[src/rtl/vmask_cmp_packer.sv]
// -----------------------------------------------------------------------------
// vmask_cmp_packer
//
// Purpose:
//   Takes per-beat packed equal / less-than element flags from the vALU compare
//   selector and applies the vector-compare opcode (vmseq/vmsne/vmslt/vmsle/
//   vmsgt/vmsge). It then packs one result bit per element into REQ_DATA_WIDTH-
//   bit mask words for mask write-back. One output word is buffered, and a
//   valid/ready handshake applies backpressure upstream.
//
// Ports:
//   clk, rst_n   clock, asynchronous active-low reset
//   clear        synchronous discard of the partial word and the output buffer
//   in_valid     upstream beat valid
//   in_ready     upstream beat accepted when in_valid & in_ready
//   in_last      last beat of the instruction; flushes the partial word
//   in_sew       element width code (0=8b, 1=16b, 2=32b, 3=64b)
//   in_cmp_op    0 EQ, 1 NE, 2 LT, 3 LE, 4 GT, 5 GE, 6/7 force result to 0
//   in_equal     per-element equal flags; only the low n bits are meaningful
//   in_lt        per-element less-than flags; only the low n bits are meaningful
//   out_valid    mask word available
//   out_ready    consumer accepts the word when out_valid & out_ready
//   out_mask     packed mask; element k of the word is in bit k
//   out_last     the word closes an instruction
// -----------------------------------------------------------------------------
module vmask_cmp_packer #(
    parameter int REQ_DATA_WIDTH = 64,
    parameter int SEW_WIDTH      = 2,
    parameter int REQ_BE_WIDTH   = REQ_DATA_WIDTH / 8,
    parameter int ENABLE_64_BIT  = 0
) (
    input  logic                      clk,
    input  logic                      rst_n,
    input  logic                      clear,
    input  logic                      in_valid,
    output logic                      in_ready,
    input  logic                      in_last,
    input  logic [SEW_WIDTH-1:0]      in_sew,
    input  logic [2:0]                in_cmp_op,
    input  logic [REQ_BE_WIDTH-1:0]   in_equal,
    input  logic [REQ_BE_WIDTH-1:0]   in_lt,
    output logic                      out_valid,
    input  logic                      out_ready,
    output logic [REQ_DATA_WIDTH-1:0] out_mask,
    output logic                      out_last
);

    localparam int PTR_W = $clog2(REQ_DATA_WIDTH) + 1;
    // One extra bit so ptr + n can never wrap, even when the element width
    // changes in the middle of a word and the sum overshoots the word size.
    localparam int SUM_W = PTR_W + 1;

    typedef enum logic [2:0] {
        OP_EQ = 3'd0,
        OP_NE = 3'd1,
        OP_LT = 3'd2,
        OP_LE = 3'd3,
        OP_GT = 3'd4,
        OP_GE = 3'd5
    } cmp_op_e;

    // State
    logic [REQ_DATA_WIDTH-1:0] acc_q, acc_d;
    logic [PTR_W-1:0]          ptr_q, ptr_d;
    logic [REQ_DATA_WIDTH-1:0] out_mask_q, out_mask_d;
    logic                      out_valid_q, out_valid_d;
    logic                      out_last_q, out_last_d;

    // Datapath
    logic [SEW_WIDTH-1:0]      eff_sew;
    logic [31:0]               n_elems;
    logic [REQ_BE_WIDTH-1:0]   lane_mask;
    logic [REQ_BE_WIDTH-1:0]   r_raw;
    logic [REQ_BE_WIDTH-1:0]   r_bits;
    logic [REQ_DATA_WIDTH-1:0] nxt;
    logic [SUM_W-1:0]          ptr_sum;
    logic                      word_full;
    logic                      accept;
    logic                      complete;

    // The output buffer is a one-word skid: a new beat may enter in the same
    // cycle the buffered word drains.
    assign in_ready = ~out_valid_q | out_ready;
    assign accept   = in_valid & in_ready;

    always_comb begin
        // NOTE: every signal written here gets a default first, so no path leaves one unassigned and no latch is inferred.
        eff_sew   = in_sew;
        n_elems   = '0;
        lane_mask = '0;
        r_raw     = '0;
        r_bits    = '0;
        nxt       = '0;
        ptr_sum   = '0;
        word_full = 1'b0;
        complete  = 1'b0;

        // Without 64-bit support, sew=3 runs the 32-bit element layout.
        if ((ENABLE_64_BIT == 0) && (in_sew == SEW_WIDTH'(3))) begin
            eff_sew = SEW_WIDTH'(2);
        end
        n_elems = 32'(REQ_BE_WIDTH) >> eff_sew;

        for (int i = 0; i < REQ_BE_WIDTH; i++) begin
            lane_mask[i] = (32'(i) < n_elems);
        end

        case (cmp_op_e'(in_cmp_op))
            OP_EQ:   r_raw = in_equal;
            OP_NE:   r_raw = ~in_equal;
            OP_LT:   r_raw = in_lt;
            OP_LE:   r_raw = in_lt | in_equal;
            OP_GT:   r_raw = ~in_lt & ~in_equal;
            OP_GE:   r_raw = ~in_lt;
            default: r_raw = '0;
        endcase
        // Lanes beyond the element count carry garbage and must not reach acc.
        r_bits = r_raw & lane_mask;

        // acc is zero at and above ptr, so OR-ing in the shifted bits is enough.
        // Bits shifted past the top of the word are dropped, which keeps that
        // property intact even if sew changes mid-word.
        nxt       = acc_q | (REQ_DATA_WIDTH'(r_bits) << ptr_q);
        ptr_sum   = {1'b0, ptr_q} + SUM_W'(n_elems);
        word_full = (ptr_sum >= SUM_W'(REQ_DATA_WIDTH));
        complete  = accept & (word_full | in_last);
    end

    always_comb begin
        acc_d       = acc_q;
        ptr_d       = ptr_q;
        out_mask_d  = out_mask_q;
        out_valid_d = out_valid_q;
        out_last_d  = out_last_q;

        if (clear) begin
            acc_d       = '0;
            ptr_d       = '0;
            out_valid_d = 1'b0;
            out_last_d  = 1'b0;
        end else begin
            if (out_valid_q && out_ready) begin
                out_valid_d = 1'b0;
            end
            // A completion in the drain cycle reloads the buffer and overrides
            // the clear of out_valid above.
            if (complete) begin
                out_mask_d  = nxt;
                out_last_d  = in_last;
                out_valid_d = 1'b1;
                acc_d       = '0;
                ptr_d       = '0;
            end else if (accept) begin
                acc_d = nxt;
                ptr_d = ptr_sum[PTR_W-1:0];
            end
        end
    end

    // NOTE: sequential state uses non-blocking assignments so every flop samples its pre-edge value.
    always_ff @(posedge clk or negedge rst_n) begin
        if (!rst_n) begin
            acc_q       <= '0;
            ptr_q       <= '0;
            out_mask_q  <= '0;
            out_valid_q <= 1'b0;
            out_last_q  <= 1'b0;
        end else begin
            acc_q       <= acc_d;
            ptr_q       <= ptr_d;
            out_mask_q  <= out_mask_d;
            out_valid_q <= out_valid_d;
            out_last_q  <= out_last_d;
        end
    end

    assign out_valid = out_valid_q;
    assign out_mask  = out_mask_q;
    assign out_last  = out_last_q;

endmodule

[config.mk]
export PLATFORM = sky130hd
export DESIGN_NAME = vmask_cmp_packer
export DESIGN_NICKNAME = d
export VERILOG_FILES = /design/src/rtl/vmask_cmp_packer.sv
export SDC_FILE = /design/constraint.sdc
export NUM_CORES = 1
export LEC_CHECK = 0
export ABC_AREA = 1
export CORE_ASPECT_RATIO = 1.1
export CORE_MARGIN = 3
export CORE_UTILIZATION = 60
export CTS_CLUSTER_DIAMETER = 30
export DETAILED_ROUTE_END_ITERATION = 8
export PLACE_DENSITY_LB_ADDON = 0.2
export SETUP_SLACK_MARGIN = 0.05
export SYNTH_ARGS = -nofsm -noshare
export SYNTH_HDL_FRONTEND = slang
export SYNTH_SLANG_ARGS = --single-unit
[constraint.sdc]
create_clock -name clk -period 7.2 [get_ports clk]
set_clock_uncertainty 0.2 [all_clocks]
set_input_delay 1.44 -clock clk [delete_from_list [all_inputs] [get_ports clk]]
set_output_delay 1.44 -clock clk [all_outputs]
set_load 0.05 [all_outputs]
==> metrics.txt <==
status=finished clean; aggregate negative setup slack=0 ps; most frequent cells in the layout=sky130_fd_sc_hd__nand2_1, sky130_fd_sc_hd__dfrtp_1, sky130_fd_sc_hd__inv_1; TritonRoute pass-1 iters=5; crit path time final=4620 ps; post-detailed-route via-to-cell ratio=5.59; net count after synthesis=1060; Worst Tran Pin Value=1180 ps; clock input transition at the sequential cells of the worst setup and hold paths=50 ps; fraction of post-synthesis cell area in the top cell type by area=44.0%; final setup fails=0; cell area after synthesis=7790 sq um; Leakage Power=0.00461 uW; proportion of synthesized chip area in sequential cells=44.0%; max-capacitance violation count=0; fraction of synthesis flops using an asynchronous set or reset pin=100%; Hold Fails Final Rpt=0; Ant. Diodes=0; number of clock buffers inserted by TritonCTS=17; global-route usage over all layers=28.0%; pre-CTS WS=2180 ps; worst setup margin=2580 ps; Synth Flop Type=sky130_fd_sc_hd__dfrtp_1; starting utilization of the core area=61.6%; average detailed-routed wire length per instance=15.4 microns; maximum number of pins on one net before global-route repair=88; highest ir drop seen on vdd=0.175 mV; post-CTS setup buffers=0; htree depth=4; TritonCTS clock tree=built; Die W=115 microns; total vias in the final route=7038; global-route wire length before repair=32400 microns; Overflow after GRT=0; site row count=43; buffer cell driving the clock tree root=sky130_fd_sc_hd__clkbuf_16; warning count from the yosys run=0; area added between synthesis and finish=18.1%; power density over cell area=206 nW/um^2; type of the worst min-delay path=reg2reg; Cell variety after synth=42; number of hold buffers added after CTS=0; share of post-route cells with drive strength above 1=8.52%; I/O pins=94; mean area per synthesized cell=7.57 sq um; Critical Path Fanout Max=64; crit end category=flop; flip-flop and latch count after synthesis=137; Routed WL=19500 microns; most common library cell in the layout ignoring fill and taps=sky130_fd_sc_hd__nand2_1; library cell with the largest summed area after synthesis=sky130_fd_sc_hd__dfrtp_1; detailed-route DRC error count=0; die height=125 microns; Layout Nets=1123; Clock Path Buffers=2; count of final max-slew check failures=0; Resized Gates After CTS=0; I/O Buffers=93; arrival time reported for the critical path endpoint=4780 ps; Mapped Cells=1028; final weighted congestion in routability-driven placement=0.980; count of fill cells added during filler insertion=1001; source-to-sink clock delay at the later pin of the worst-skew pair=430 ps; required time of the critical path=7360 ps; final worst path period share=64.2%; largest cells by area after synthesis=sky130_fd_sc_hd__dfrtp_1, sky130_fd_sc_hd__nand2_1, sky130_fd_sc_hd__nand3_1, sky130_fd_sc_hd__inv_1, sky130_fd_sc_hd__a21boi_1; TritonCTS sink count=137; detailed placement HPWL=13000 microns; antenna violations before repair=0; Starting DRT DRC Count=650; Placeable Area=12600 sq um; classification of the worst setup path=in2reg; normalized max-slew margin=21.4%; Detail Route Antenna Nets=0; Total Die Area=14400 sq um; critical path launch point type=input pin; power after layout=1890 uW; setup repair after global routing missed its margin=no; number of global-route vias before repair=6599; Post-synth EDFFs=0; Achievable Freq=216 MHz
## Yosys cell counts (all sizes together) (2+ instances only)
cell    instances
inv           106
xor2            4
dfrtp         137
a22oi          26
nand4          44
o21ai          57
nor3            4
a21oi           5
a21boi         32
nand3          97
buf            42
ha              4
or2             2
o21bai          3
clkbuf         16
nor2           36
o22ai           3
o21a            5
nand2         399
## per-layer routing
| layer | part of all wire [%] | global-route usage, % | wire, microns | up-vias |
|---|---|---|---|---|
| met5 | 0 | 0 | 0 | - |
| met1 | 45 | 39.2 | 8690 | 3321 |
| li1 | - | - | - | 3441 |
| met3 | 5.9 | 6.15 | 1140 | 39 |
| met4 | 2.5 | 10.7 | 478 | 0 |
| met2 | 47 | 42.7 | 9150 | 237 |
## path summary, 6_finish.rpt
| check | start | to | slack, ps | depth (start not counted) |
|---|---|---|---|---|
| worst max register to register | ptr_q[1] | out_mask[46] | 3480 | 11 |
| worst min-delay path | out_mask[0] | out_mask[0] | 270 | 2 |
| min in group asynchronous | rst_n | out_mask[54] | 870 | 1 |
| max in group asynchronous | rst_n | acc_q[53] | 4740 | 2 |
| worst max-delay path | in_sew[1] | out_mask[46] | 2580 | 13 |
| worst min register to register | out_mask[0] | out_mask[0] | 270 | 2 |
## worst max-delay path: stages
cell	delay (ps)
sky130_fd_sc_hd__clkdlybuf4s50_1	470
sky130_fd_sc_hd__nor2_1	600
sky130_fd_sc_hd__ha_1	410
sky130_fd_sc_hd__a21oi_1	180
sky130_fd_sc_hd__o21ai_1	100
sky130_fd_sc_hd__nand3_1	90
sky130_fd_sc_hd__xor2_1	80
sky130_fd_sc_hd__nor3_2	170
sky130_fd_sc_hd__or2_4	190
sky130_fd_sc_hd__nor2_4	40
sky130_fd_sc_hd__inv_2	700
sky130_fd_sc_hd__nand2_1	140
sky130_fd_sc_hd__nand2_1	110
## through the flow
stage,hold slack [ps],instance area [sq um],instances,utilization (%)
floorplan,249,7790,1028,-
global placement,263,8640,1229,68.3
detailed placement,262,8640,1229,68.3
CTS,276,9190,1260,72.7
global route,291,9190,1260,72.7
finish,269,9190,1260,72.7
## layout make-up
class	count	area (sq um)	share of cell area, %
well taps	157	196	2.14
multi-input cells	726	3610	39.3
inverters	107	402	4.37
clock inverters	11	98.8	1.08
flip-flops and latches	137	3430	37.3
repair buffers	102	1000	10.9
clock buffers	20	457	4.97
## cells by family after synthesis
logic type      synth area share (%)
simple gates                    33.4
buf+inv                         9.66
flops                           44.0
compound gates                  11.4
xor+xnor                       0.562
fa+ha+maj                      0.900
other cells                   0.0482
## power by group
group | internal [uW] | leakage (uW) | switching [uW]
combinational | 80.4 | 0.00244 | 188
sequential | 788 | 0.00190 | 12.9
clock | 490 | 0.000268 | 334
## state kept, by name (all words and copies together) (netlist names)
name,cells
out_valid,1
out_last,1
ptr_q,7
acc_q,64
out_mask,64
No activity file was read; power rests on OpenSTA's default activity.
